==> src/rtl/mem_bus_scheduler_pkg.sv <==
// Shared types and constants for the round-robin memory bus scheduler.
package mem_bus_sched_pkg;

   localparam int MAX_MASTERS = 8;
   localparam int GRANT_W     = 3;

   typedef enum logic {
      ST_IDLE = 1'b0,
      ST_BUSY = 1'b1
   } state_e;

   // Watchdog counter width; a disabled watchdog (0) still gets one bit.
   function automatic int cnt_width(input int timeout);
      return (timeout < 1) ? 1 : $clog2(timeout + 1);
   endfunction

endpackage

==> src/rtl/mem_bus_scheduler_if.sv <==
// Master-side request/response bundle plus the shared memory bus.
interface mem_bus_sched_if #(
   parameter int NUM_MASTERS = 3
);
   logic [NUM_MASTERS-1:0][31:0] m_address_in;
   logic [NUM_MASTERS-1:0]       m_read_in;
   logic [NUM_MASTERS-1:0]       m_write_in;
   logic [NUM_MASTERS-1:0][3:0]  m_write_mask_in;
   logic [NUM_MASTERS-1:0][31:0] m_write_value_in;
   logic [NUM_MASTERS-1:0][31:0] m_read_value_out;
   logic [NUM_MASTERS-1:0]       m_ready_out;
   logic [NUM_MASTERS-1:0]       m_fault_out;

   logic [31:0] address_out;
   logic        read_out;
   logic        write_out;
   logic [3:0]  write_mask_out;
   logic [31:0] write_value_out;
   logic [31:0] read_value_in;
   logic        ready_in;
   logic        fault_in;

   // The scheduler is the slave of the masters' requests.
   modport slave (
      input  m_address_in, m_read_in, m_write_in, m_write_mask_in, m_write_value_in,
      input  read_value_in, ready_in, fault_in,
      output m_read_value_out, m_ready_out, m_fault_out,
      output address_out, read_out, write_out, write_mask_out, write_value_out
   );

   modport master (
      output m_address_in, m_read_in, m_write_in, m_write_mask_in, m_write_value_in,
      output read_value_in, ready_in, fault_in,
      input  m_read_value_out, m_ready_out, m_fault_out,
      input  address_out, read_out, write_out, write_mask_out, write_value_out
   );

endinterface

==> src/rtl/mem_bus_scheduler_picker.sv <==
// Combinational round-robin picker: first requester at or after the pointer, wrapping.
module rr_priority_picker
   import mem_bus_sched_pkg::*;
#(
   parameter int NUM_REQ = 3
) (
   input  logic [NUM_REQ-1:0] req_i,
   input  logic [GRANT_W-1:0] ptr_i,
   output logic [NUM_REQ-1:0] grant_oh_o,
   output logic [GRANT_W-1:0] grant_idx_o,
   output logic               valid_o
);

   logic [NUM_REQ-1:0] at_or_after;
   logic [NUM_REQ-1:0] cand;

   always_comb begin
      at_or_after = '0;
      for (int i = 0; i < NUM_REQ; i++) begin
         at_or_after[i] = (GRANT_W'(i) >= ptr_i);
      end
      // Nothing at/after the pointer means the search wraps to index 0.
      cand = (|(req_i & at_or_after)) ? (req_i & at_or_after) : req_i;

      grant_idx_o = '0;
      grant_oh_o  = '0;
      for (int i = NUM_REQ - 1; i >= 0; i--) begin
         if (cand[i]) begin
            grant_idx_o = GRANT_W'(i);
            grant_oh_o  = NUM_REQ'(1) << i;
         end
      end
      valid_o = |req_i;
   end

endmodule

==> src/rtl/mem_bus_scheduler.sv <==
// Round-robin owner of the shared memory bus with a watchdog that turns a hung slave into a fault.
//
//   state   | meaning
//   --------+-------------------------------------------------------------
//   ST_IDLE | bus released (all common outputs 0), picking the next master
//   ST_BUSY | bus driven from the granted master until ready/abort/timeout
module mem_bus_scheduler
   import mem_bus_sched_pkg::*;
#(
   parameter int NUM_MASTERS    = 3,
   parameter int TIMEOUT_CYCLES = 1024
) (
   input  logic               clk,
   input  logic               reset_n,
   input  logic               ce_i,
   mem_bus_sched_if.slave     bus,
   output logic [GRANT_W-1:0] grant_idx_out,
   output logic               busy_out
);

   localparam int                 CNT_W    = cnt_width(TIMEOUT_CYCLES);
   localparam bit                 WDOG_EN  = (TIMEOUT_CYCLES != 0);
   localparam logic [CNT_W-1:0]   CNT_LAST = WDOG_EN ? CNT_W'(TIMEOUT_CYCLES - 1) : '0;
   localparam logic [CNT_W-1:0]   CNT_MAX  = '1;
   localparam logic [GRANT_W-1:0] LAST_IDX = GRANT_W'(NUM_MASTERS - 1);

   if (NUM_MASTERS < 2 || NUM_MASTERS > MAX_MASTERS) begin : g_bad_cfg
      $error("mem_bus_scheduler: NUM_MASTERS out of range");
   end

   state_e                 state_q, state_d;
   logic [GRANT_W-1:0]     grant_q, grant_d;
   logic [NUM_MASTERS-1:0] grant_oh_q, grant_oh_d;
   logic [GRANT_W-1:0]     rr_ptr_q, rr_ptr_d;
   logic [CNT_W-1:0]       cnt_q, cnt_d;

   logic [NUM_MASTERS-1:0] req;
   logic [NUM_MASTERS-1:0] pick_oh;
   logic [GRANT_W-1:0]     pick_idx;
   logic                   pick_valid;
   logic                   busy;
   logic                   req_g;
   logic                   timeout_fire;

   logic [31:0]            g_address;
   logic                   g_read;
   logic                   g_write;
   logic [3:0]             g_mask;
   logic [31:0]            g_value;

   assign req  = bus.m_read_in | bus.m_write_in;
   assign busy = (state_q == ST_BUSY);

   rr_priority_picker #(
      .NUM_REQ (NUM_MASTERS)
   ) u_picker (
      .req_i       (req),
      .ptr_i       (rr_ptr_q),
      .grant_oh_o  (pick_oh),
      .grant_idx_o (pick_idx),
      .valid_o     (pick_valid)
   );

   always_comb begin
      g_address = '0;
      g_read    = 1'b0;
      g_write   = 1'b0;
      g_mask    = '0;
      g_value   = '0;
      for (int i = 0; i < NUM_MASTERS; i++) begin
         if (grant_oh_q[i]) begin
            g_address = bus.m_address_in[i];
            g_read    = bus.m_read_in[i];
            g_write   = bus.m_write_in[i];
            g_mask    = bus.m_write_mask_in[i];
            g_value   = bus.m_write_value_in[i];
         end
      end
   end

   assign req_g        = |(req & grant_oh_q);
   assign timeout_fire = WDOG_EN && busy && req_g && !bus.ready_in && (cnt_q == CNT_LAST);

   always_ff @(posedge clk or negedge reset_n) begin
      if (!reset_n) begin
         state_q    <= ST_IDLE;
         grant_q    <= '0;
         grant_oh_q <= '0;
         rr_ptr_q   <= '0;
         cnt_q      <= '0;
      end else begin
         state_q    <= state_d;
         grant_q    <= grant_d;
         grant_oh_q <= grant_oh_d;
         rr_ptr_q   <= rr_ptr_d;
         cnt_q      <= cnt_d;
      end
   end

   always_comb begin
      state_d    = state_q;
      grant_d    = grant_q;
      grant_oh_d = grant_oh_q;
      rr_ptr_d   = rr_ptr_q;
      cnt_d      = cnt_q;
      if (ce_i) begin
         unique case (state_q)
            ST_IDLE: begin
               if (pick_valid) begin
                  state_d    = ST_BUSY;
                  grant_d    = pick_idx;
                  grant_oh_d = pick_oh;
                  cnt_d      = '0;
               end
            end
            ST_BUSY: begin
               // Abort leaves the pointer alone so the same master is not skipped.
               if (!req_g) begin
                  state_d = ST_IDLE;
               end else if (bus.ready_in || timeout_fire) begin
                  state_d  = ST_IDLE;
                  rr_ptr_d = (grant_q == LAST_IDX) ? '0 : grant_q + 1'b1;
               end else if (cnt_q != CNT_MAX) begin
                  cnt_d = cnt_q + 1'b1;
               end
            end
            default: state_d = ST_IDLE;
         endcase
      end
   end

   always_comb begin
      bus.address_out      = '0;
      bus.read_out         = 1'b0;
      bus.write_out        = 1'b0;
      bus.write_mask_out   = '0;
      bus.write_value_out  = '0;
      bus.m_read_value_out = '0;
      bus.m_ready_out      = '0;
      bus.m_fault_out      = '0;
      if (busy) begin
         bus.address_out     = g_address;
         bus.read_out        = g_read  & ~timeout_fire;
         bus.write_out       = g_write & ~timeout_fire;
         bus.write_mask_out  = g_mask;
         bus.write_value_out = g_value;
         for (int i = 0; i < NUM_MASTERS; i++) begin
            if (grant_oh_q[i]) begin
               bus.m_read_value_out[i] = bus.read_value_in;
            end
         end
         if (req_g) begin
            bus.m_ready_out = grant_oh_q & {NUM_MASTERS{bus.ready_in | timeout_fire}};
            bus.m_fault_out = grant_oh_q & {NUM_MASTERS{bus.fault_in | timeout_fire}};
         end
      end
   end

   assign grant_idx_out = grant_q;
   assign busy_out      = busy;

endmodule

==> src/flat_wrapper.sv <==
// flat-port wrapper written by rule: the top's interface ports become plain ports
module mem_bus_scheduler_flat import mem_bus_sched_pkg::*;
#(
   parameter int NUM_MASTERS    = 3,
   parameter int TIMEOUT_CYCLES = 1024
)
  (clk, reset_n, ce_i, grant_idx_out, busy_out, bus_m_address_in, bus_m_read_in, bus_m_write_in, bus_m_write_mask_in, bus_m_write_value_in, bus_read_value_in, bus_ready_in, bus_fault_in, bus_m_read_value_out, bus_m_ready_out, bus_m_fault_out, bus_address_out, bus_read_out, bus_write_out, bus_write_mask_out, bus_write_value_out);
  mem_bus_sched_if #(.NUM_MASTERS(NUM_MASTERS)) bus_i ();
  input  logic clk;
  input  logic reset_n;
  input  logic ce_i;
  output logic [GRANT_W-1:0] grant_idx_out;
  output logic busy_out;
  input wire logic [$bits(bus_i.m_address_in)-1:0] bus_m_address_in;
  input wire logic [$bits(bus_i.m_read_in)-1:0] bus_m_read_in;
  input wire logic [$bits(bus_i.m_write_in)-1:0] bus_m_write_in;
  input wire logic [$bits(bus_i.m_write_mask_in)-1:0] bus_m_write_mask_in;
  input wire logic [$bits(bus_i.m_write_value_in)-1:0] bus_m_write_value_in;
  input wire logic [$bits(bus_i.read_value_in)-1:0] bus_read_value_in;
  input wire logic [$bits(bus_i.ready_in)-1:0] bus_ready_in;
  input wire logic [$bits(bus_i.fault_in)-1:0] bus_fault_in;
  output wire logic [$bits(bus_i.m_read_value_out)-1:0] bus_m_read_value_out;
  output wire logic [$bits(bus_i.m_ready_out)-1:0] bus_m_ready_out;
  output wire logic [$bits(bus_i.m_fault_out)-1:0] bus_m_fault_out;
  output wire logic [$bits(bus_i.address_out)-1:0] bus_address_out;
  output wire logic [$bits(bus_i.read_out)-1:0] bus_read_out;
  output wire logic [$bits(bus_i.write_out)-1:0] bus_write_out;
  output wire logic [$bits(bus_i.write_mask_out)-1:0] bus_write_mask_out;
  output wire logic [$bits(bus_i.write_value_out)-1:0] bus_write_value_out;
  assign bus_i.m_address_in = bus_m_address_in;
  assign bus_i.m_read_in = bus_m_read_in;
  assign bus_i.m_write_in = bus_m_write_in;
  assign bus_i.m_write_mask_in = bus_m_write_mask_in;
  assign bus_i.m_write_value_in = bus_m_write_value_in;
  assign bus_i.read_value_in = bus_read_value_in;
  assign bus_i.ready_in = bus_ready_in;
  assign bus_i.fault_in = bus_fault_in;
  assign bus_m_read_value_out = bus_i.m_read_value_out;
  assign bus_m_ready_out = bus_i.m_ready_out;
  assign bus_m_fault_out = bus_i.m_fault_out;
  assign bus_address_out = bus_i.address_out;
  assign bus_read_out = bus_i.read_out;
  assign bus_write_out = bus_i.write_out;
  assign bus_write_mask_out = bus_i.write_mask_out;
  assign bus_write_value_out = bus_i.write_value_out;
  mem_bus_scheduler #(.NUM_MASTERS(NUM_MASTERS), .TIMEOUT_CYCLES(TIMEOUT_CYCLES)) u_core (.clk(clk), .reset_n(reset_n), .ce_i(ce_i), .bus(bus_i), .grant_idx_out(grant_idx_out), .busy_out(busy_out));
endmodule
==> config.mk <==
export PLATFORM = sky130hd
export DESIGN_NAME = mem_bus_scheduler_flat
export DESIGN_NICKNAME = d
export VERILOG_FILES = /design/src/rtl/mem_bus_scheduler_pkg.sv /design/src/rtl/mem_bus_scheduler_if.sv /design/src/rtl/mem_bus_scheduler_picker.sv /design/src/rtl/mem_bus_scheduler.sv /design/src/flat_wrapper.sv
export SDC_FILE = /design/constraint.sdc
export NUM_CORES = 1
export LEC_CHECK = 0
export CORE_AREA = 2 2 166 168
export CTS_CLUSTER_SIZE = 12
export DETAILED_ROUTE_END_ITERATION = 8
export DIE_AREA = 0 0 168 170
export PLACE_DENSITY = 0.47
export SYNTH_ARGS = -nofsm -noshare
export SYNTH_HDL_FRONTEND = slang
export SYNTH_HIERARCHICAL = 1
export SYNTH_SLANG_ARGS = --single-unit
export TNS_END_PERCENT = 1
==> constraint.sdc <==
create_clock -name clk -period 2.7 [get_ports clk]
set_input_delay 0.54 -clock clk [delete_from_list [all_inputs] [get_ports clk]]
set_output_delay 0.54 -clock clk [all_outputs]
set_load 0.03 [all_outputs]
Word-level counts from Yosys, hierarchy flattened:

Index checks and enable logic that the tools add are counted.

* input port bits: 247
* output and inout bits: 176
* logic and storage cells: 84
* flip-flop bits (word level): 21

* $add $sub $neg: 2
* eq/ne operators: 7
* muxes and demuxes: 45
* reductions and logical operators: 11
* order comparisons: 3
* bitwise gates (word level): 11

Operators by type and width (count)
* 32-bit two-way mux: 11
* 96-bit two-way mux: 1
* 11-bit two-way mux: 4
* 3-bit two-way mux: 11
* 11-bit one-hot mux with 2 select lines: 1
* 4-bit two-way mux: 4
* 3-bit AND: 4
* 11-bit by 1-bit adder with 11-bit output (second input constant): 1
* 11-bit by 10-bit == test with 1-bit output (second input constant): 1
* 1-bit two-way mux: 11
* 11-bit inequality test (second input constant): 1
* 3-bit OR reduction: 3
* 1-bit by 3-bit greater-or-equal comparator with 1-bit output (first input constant): 2
* 2-bit inequality test (second input constant): 3
* 5-bit AND reduction: 1
* 4-bit AND reduction: 1
* 3-bit by 1-bit adder with 3-bit output (second input constant): 1
* 3-bit by 2-bit == test with 1-bit output (second input constant): 1
* 2-bit by 3-bit greater-or-equal comparator with 1-bit output (first input constant): 1
* 1-bit logical AND: 3
* 3-bit OR: 1
* 3-bit AND reduction: 1
* 1-bit AND: 2
* 2-bit two-way mux: 1
* 6 further kinds: 8

Logic depth before layout (Yosys ltp):

Gate-level depths: netlist (run 1).

* depth in word-level cells: 10
* gate-level depth with buffers: 8
* mapped depth without buffers: 6

By module:

The synthesis (run 1) kept the hierarchy.

By module, submodules not included
* mem_bus_scheduler: cells each 551, area each 3393.3 µm², instances 1, seq. area each 525.5 µm²
* rr_priority_picker: cells each 18, area each 122.6 µm², instances 1, seq. area each 0.0 µm²

Worst setup path before layout (run 1):

No wires, ideal clock.

* path kind: input-to-output
* start: input port bus_m_write_in[1]
* end: output port bus_read_out
* buffers on the path: 0
* cell stages on the path: 4
* arrival time: 2079 ps
* required time: 2160 ps
* setup slack: 81 ps
* cell sequence: o21a_1 > or3_1 > a21o_1 > nor3_1

* word-level cells in the longest chain between the ends: 9

Ends and longest elaborated chain
* from (decl): line flat_wrapper.sv:16 `input wire logic [$bits(bus_i.m_write_in)-1:0] bus_m_write_in;`
* 3-bit OR: line mem_bus_scheduler.sv:51 `assign req = bus.m_read_in | bus.m_write_in;`
* 3-bit AND: line mem_bus_scheduler.sv:81 `assign req_g = |(req & grant_oh_q);`
* 3-bit OR reduction: line mem_bus_scheduler.sv:81
* 1-bit logical AND (3 in a row): line mem_bus_scheduler.sv:82 `assign timeout_fire = WDOG_EN && busy && req_g && !bus.ready_in && (cnt_q == CNT_LAST);`
* 1-bit inverter: line mem_bus_scheduler.sv:143 `bus.read_out = g_read & ~timeout_fire;`
* 1-bit AND: line mem_bus_scheduler.sv:143
* 1-bit two-way mux: line mem_bus_scheduler.sv:141 `if (busy) begin`
* to (decl): line flat_wrapper.sv:26 `output wire logic [$bits(bus_i.read_out)-1:0] bus_read_out;`

Every way passes these cells.

Worst setup path after layout (run 1):

* start: register u_core.cnt_q[1]
* end: output port bus_m_ready_out[1]

* word-level cells in the longest chain between the ends: 6

Ends and longest elaborated chain
* from (decl): line mem_bus_scheduler.sv:35 `logic [CNT_W-1:0] cnt_q, cnt_d;`
* from (signal assigned): line mem_bus_scheduler.sv:96 `cnt_q <= cnt_d;`
* 11-bit by 10-bit == test with 1-bit output: line mem_bus_scheduler.sv:82
* 1-bit logical AND: line mem_bus_scheduler.sv:82
* 1-bit OR: line mem_bus_scheduler.sv:153 `bus.m_ready_out = grant_oh_q & {NUM_MASTERS{bus.ready_in | timeout_fire}};`
* 3-bit AND: line mem_bus_scheduler.sv:153
* 3-bit two-way mux: line mem_bus_scheduler.sv:152 `if (req_g) begin`
* 3-bit two-way mux: line mem_bus_scheduler.sv:141
* to (decl): line flat_wrapper.sv:23 `output wire logic [$bits(bus_i.m_ready_out)-1:0] bus_m_ready_out;`

Every way passes these cells.

==> impl_metrics.toml, run 1 <==
[logic_synthesis]
async_flop_share_pct = 100.0
synth_top_area_share_pct = 17.26
ys_types = 44
syn_avg_cell_area_um2 = 6.179
syn_area_um2 = 3516
yosys_warnings = 6
yosysSeqAreaShare_pct = 14.95
synth_area_leaders = "and3_1, nor2_1, dfrtp_1, a22oi_1, a21oi_1"
yosys.area.top_type = "and3_1"
synth_common_cells = "nor2_1, and3_1, a21oi_1"
yosysMostFrequentCell = "nor2_1"
syn_nets = 817
synth_edf_count = 0
synth-main-ff-cell = "dfrtp_1"
synth-seq-cells = 21
syn_inst = 569

[sta]
maxSlewHeadroom_pct = 56.53
rsz0062_at_grt = "true"
fin_worst_skew_ps = 7.088
post-route-period-util_pct = 102.1
tightest_slew_ps = 650.1
hold_viol_final = 0
fmax_mhz = 362.7
worst_slack_ps = -57.42
slew_viol_final = 0
finalSetupViolCount = 4
fin_setup_tns_ps = -163.4
post-route-min-period_ps = 2757

[power_and_ir_drop]
swShare_pct = 56.27
cellPowerDensity_nw_per_um2 = 988.7
power.total_mw = 8.538
clkPwrFrac_pct = 3.7
power.switching_mw = 4.805
combPwrFrac_pct = 90.0
cell_internal_pwr_mw = 3.734
seq_power_share_pct = 6.2
p_leak_nw = 3.828
max-vdd-ir-drop_uv = 599.0

[hold_path]
hp-class = "register to register"

[outcome]
violations = "setup timing"
status = "finished with violations"

[cts]
cts_root_buf = "clkbuf_16"
clk_pin_slew_ps = 60
cts_tree = "yes"
cts_buffer_depth = 2
h-tree-depth = 1
cts_hold_buf = 0
cts_buffers = 3
insertion_delay_ps = 250
clock_sinks = 21

[detailed_routing]
num_vias = 5774
wire_per_inst_um = 18.38
wl_um = 24440
drt-pass1-iter-count = 5
ant_nets = 0
drc = 0
drt_iter0_drc = 309
via_per_inst = 4.341

[final_layout]
nFillCells = 2863
antenna_cells = 0
drive_gt1_share_pct = 17.80
areaGrowthSynthToFinish_pct = 145.6
final_nets = 1238
final_cell_area_um2 = 8636
final_core_util_pct = 32.40

[global_route]
grt_pass1_vias = 5483
met1_usage_pct = 18.87
overflow = 0
busiest_layer = "met2"
grt_usage_pct = 14.95
grt_max_degree = 130
antenna_found_initial = 0
grt_first_pass_wirelength_um = 33460
gr-usage-met3_pct = 2.465
met2_usage_pct = 27.06

[floorplan]
start_util_pct = 13.19
die_w_um = 168
fp.coreArea_um2 = 26650
die_h_um = 170
io_pins = 423
die-area_um2 = 28560
rows = 60

[worst_setup_path]
crit_required_ps = 2160
crit_arrival_ps = 2220
crit_fanout = 2
critPathLaunchType = "register"
end_kind = "output port"
crit_type = "register to output port"

[flow_run]
maxCapViolCount = 0

[placement]
portBuffers = 422
dp_hpwl_um = 18440
gp_congestion = 0.8267
place_area_um2 = 8235
## placed cells by master (no fill, tap or decap), drive strengths merged, types with 3 or more instances in the layout
master / synthesis / layout
and3: 97 / 97
o31ai: 3 / 3
or2: 3 / 3
mux2: 10 / 10
o21ai: 12 / 12
and2: 3 / 3
clkbuf: 55 / 8
inv: 4 / 4
nor2: 147 / 147
clkdlybuf4s50: 0 / 345
a22oi: 68 / 68
a21oi: 73 / 73
nand2: 14 / 14
nor3: 5 / 5
nand3: 6 / 6
o21a: 5 / 5
dfrtp: 21 / 21
or3: 3 / 3
nor2b: 3 / 3
buf: 10 / 131
## worst max-delay path, cell delays in order (launching register included)
cell and delay, ps:
dfrtp_1 360, ha_2 200, nand3_2 70, or4_4 570, buf_6 150, o21bai_4 160
nand2_4 90, buf_6 140, nor2_4 80, buf_6 130
## cells by family after synthesis
kind of cell / after synthesis / share of synthesized area (%)
XOR/XNOR: 2 / 0.4983
flip-flops: 21 / 14.95
other: 1 / 0.1067
AO/OA/AOI/OAI: 172 / 31.21
multiplexers: 12 / 4.093
AND/OR/NAND/NOR: 291 / 41.10
buffers and inverters: 69 / 7.687
adder cells (fa/ha/maj): 1 / 0.3558
## routing by layer
metal | vias to the layer above | part of all wire [%] | wire [µm]
li1 | 2886 | - | -
met1 | 2665 | 42 | 10210
met2 | 201 | 52 | 12630
met3 | 22 | 4.9 | 1207
met4 | 0 | 1.6 | 393
met5 | - | 0 | 0
## power by group through the flow
stage / clock, mW / sequential [mW] / combinational, mW
2_1_floorplan: 0 / 0.558 / 4.16
6_report: 0.319 / 0.531 / 7.69
3_5_place_dp: 0 / 0.523 / 7.25
5_1_grt: 0.342 / 0.545 / 8.18
3_3_place_gp: 0 / 0.526 / 7.26
4_1_cts: 0.330 / 0.521 / 7.41
## per-stage QoR
stage | std cells | hold WS [ps] | setup slack [ps]
floorplan | 569 | 244.4 | 81.47
global placement | 1311 | 470.3 | -442.9
detailed placement | 1311 | 473.7 | -452.6
CTS | 1317 | 493.1 | -39.74
global route | 1330 | 519.8 | -119.2
finish | 1330 | 497.6 | -57.42
## layout make-up
| cell class | instances | area [µm²] | share of cell area (%) |
|---|---|---|---|
| clock buffers | 4 | 78.83 | 0.9128 |
| multi-input cells | 479 | 2805 | 32.48 |
| flip-flops and latches | 21 | 534.3 | 6.187 |
| repair buffers | 481 | 4776 | 55.30 |
| well taps | 341 | 426.7 | 4.941 |
| inverters | 4 | 15.01 | 0.1739 |
## path summary, 6_finish.rpt
path                                  startpoint                  to  slack (ps)  depth (start not counted)
max in group asynchronous                reset_n     u_core/cnt_q[2]        1480                          2
min in group asynchronous                reset_n    u_core/cnt_q[10]         680                          1
worst min register to register  u_core/cnt_q[10]    u_core/cnt_q[10]         500                          1
worst max register to register   u_core/cnt_q[1]  u_core/rr_ptr_q[2]         330                          9
worst max-delay path             u_core/cnt_q[1]  bus_m_ready_out[1]         -60                          9
worst min-delay path            u_core/cnt_q[10]    u_core/cnt_q[10]         500                          1
## sequential cells by signal (all words and copies together), names as in the netlist
register and flops:
u_core/cnt_q 11, u_core/grant_idx_out 3, u_core/grant_oh_q 3, u_core/rr_ptr_q 3, u_core/busy_out 1
## repair_timing
action | CTS | global route
gates resized for setup | 16 | 34
buffers inserted | 1 | 10
pin swaps | 2 | 9
endpoints found under the setup margin | 45 | 74
gates cloned | 1 | 3
Power figures use the tool's default switching activity.
==> run 2: changes to the inputs <==
--- a/config.mk
+++ b/config.mk
@@ -5,11 +5,11 @@
 export SDC_FILE = /design/constraint.sdc
 export NUM_CORES = 1
 export LEC_CHECK = 0
-export CORE_AREA = 2 2 166 168
+export CORE_AREA = 2 2 163 165
 export CTS_CLUSTER_SIZE = 12
 export DETAILED_ROUTE_END_ITERATION = 8
-export DIE_AREA = 0 0 168 170
-export PLACE_DENSITY = 0.47
+export DIE_AREA = 0 0 165 167
+export PLACE_DENSITY = 0.5
 export SYNTH_ARGS = -nofsm -noshare
 export SYNTH_HDL_FRONTEND = slang
 export SYNTH_HIERARCHICAL = 1
==> constraint.sdc (replaced) <==
create_clock -name clk -period 2.5 [get_ports clk]
set_input_delay 0.5 -clock clk [delete_from_list [all_inputs] [get_ports clk]]
set_output_delay 0.5 -clock clk [all_outputs]
set_load 0.03 [all_outputs]
==> run 2 against run 1 <==
The flow still finishes with violations (setup timing). Design area is 1.0% higher. Sequential share of layout area is 0.062 points lower. Setup slack better by 17 ps. Clock skew is 1.7 ps lower. Routed wire length is 0.25% lower. Sequential cell count stayed put. Sequential power is 6.6% higher. Register-to-register slack better by 20 ps. Critical path type unchanged. Largest cell class unchanged. Highest routed layer unchanged.
==> impl_metrics.toml, run 2 (synthesis results as in run 1) <==
[sta]
rsz0062_at_grt = "true"
worst_slack_ps = -39.98
fin_worst_skew_ps = 5.355
fmax_mhz = 393.7
post-route-period-util_pct = 101.6
finalSetupViolCount = 4
timing.hold.ws_ps = 475.9
post-route-min-period_ps = 2540
fin_setup_tns_ps = -123.6
hold_viol_final = 0
slew_viol_final = 0

[worst_setup_path]
reg2reg_from = "u_core/cnt_q[1]"
crit_arrival_ps = 2040
critPathMaxStageDelay_ps = 460
crit_fanout = 3
critPathLaunchType = "register"
critPathSlowestCell = "or4_4"
path_common_cell = "buf_4"
rr_endpoint = "u_core/rr_ptr_q[2]"
cp.buffers_inverters = 2
critical_path.top_delay_family = "simple AND/OR/NAND/NOR gates"
end_kind = "output port"
crit_required_ps = 2000
rrSetupSlack_ps = 350
path_cells = "ha_2, nand3_2, or4_4, buf_4, o21bai_4, nand2_4, nor2_1, buf_4"
rr_worst_depth = 8
crit_type = "register to output port"

[global_route]
grt_usage_pct = 15.74
grt_pass1_vias = 5634
overflow = 0
grt_first_pass_wirelength_um = 33620
antenna_found_initial = 0
grt_max_degree = 107

[placement]
place_area_um2 = 8315
dp_hpwl_um = 19290
gp_congestion = 0.8226
portBuffers = 422

[cts]
clk_pin_slew_ps = 60
cts_buffer_depth = 2
cts_tree = "yes"
clock_sinks = 21
cts_hold_buf = 0
insertion_delay_ps = 250
cts_buffers = 3
h-tree-depth = 1
cts_root_buf = "clkbuf_16"

[detailed_routing]
ant_nets = 0
drt-pass1-iter-count = 4
wire_per_inst_um = 18.27
drt_iter0_drc = 350
via_per_inst = 4.364
num_vias = 5822
wl_um = 24380
drc = 0

[final_layout]
final_common_cell = "clkdlybuf4s50_1"
final_cell_mix = "clkdlybuf4s50_1, buf_4, nor2_1"
drive_gt1_share_pct = 23.62
nFillCells = 2828
largest_register_ffs = 11
antenna_cells = 0
final_core_util_pct = 33.86
final_cell_area_um2 = 8723
areaGrowthSynthToFinish_pct = 148.1
final_nets = 1248
regMostFlops = "u_core/cnt_q"

[floorplan]
die_h_um = 167
die-area_um2 = 27560
start_util_pct = 13.65
rows = 59
io_pins = 423
fp.coreArea_um2 = 25760
die_w_um = 165

[power_and_ir_drop]
max-vdd-ir-drop_uv = 936.0
cellPowerDensity_nw_per_um2 = 1085
p_leak_nw = 4.009
power.total_mw = 9.464

[hold_path]
hp-class = "register to register"
min_path_cells = 1
min_to = "u_core/cnt_q[10]"
min-delay-start = "u_core/cnt_q[10]"

[flow_run]
maxCapViolCount = 0

[outcome]
violations = "setup timing"
status = "finished with violations"
-- run 2: changes by cell type in the layout (fill, tap and decap cells not counted), sizes merged --
cell / delta
dlygate4sd2: +4
buf: +43
clkbuf: -1
clkinv: +1
clkdlybuf4s50: -42
dlymetal6s2s: +5
-- run 2: power breakdown --
group          switching (mW)  internal, mW
Combinational            5.04          3.53
Sequential              0.123         0.443
Clock                   0.122         0.215
Total                    5.28          4.18
-- run 2: layer usage --
layer  GRT usage [%]  up-vias  part of all wire [%]
met5               0        -                     0
met4           3.440        0                   1.8
met3           2.590       20                   5.4
met2           28.75      205                    52
met1           19.08     2691                    40
li1                -     2906                     -
-- run 2: layout make-up --
cell class	instances	area, µm²	area share [%]
multi-input combinational	479	2856	32.75
clock buffer	3	75.07	0.8606
sequential	21	534.3	6.124
tap	335	419.2	4.805
inverter	4	15.01	0.1721
timing repair buffer	491	4818	55.24
clock inverter	1	5.005	0.05737
-- run 2: worst max path at each step --
stage                                    endpoint            startpoint  slack, ps  depth (start not counted)
after floorplan                     bus_write_out     bus_m_write_in[1]        0.1                          4
after global placement         bus_m_fault_out[2]     bus_m_write_in[1]       -540                          6
after detailed placement       bus_m_fault_out[0]      bus_m_read_in[1]       -560                          6
after CTS                            bus_read_out     bus_m_write_in[2]       -140                          6
after global routing      bus_write_value_out[23]  u_core/grant_oh_q[0]       -120                         10
final                          bus_m_ready_out[1]       u_core/cnt_q[1]        -40                          8
-- run 2: repair_timing --
item / CTS / global route
setup buffers: 0 / 5
cloned: 0 / 5
endpoints found under the setup margin: 34 / 100
pin swaps: 2 / 12
resized for setup: 53 / 30
-- run 2: stage by stage --
step,cells,setup WS [ps]
after floorplan,569,0.1059
after global placement,1321,-543.1
after detailed placement,1321,-555.1
after CTS,1325,-136.0
after global routing,1334,-125.0
final,1334,-39.98
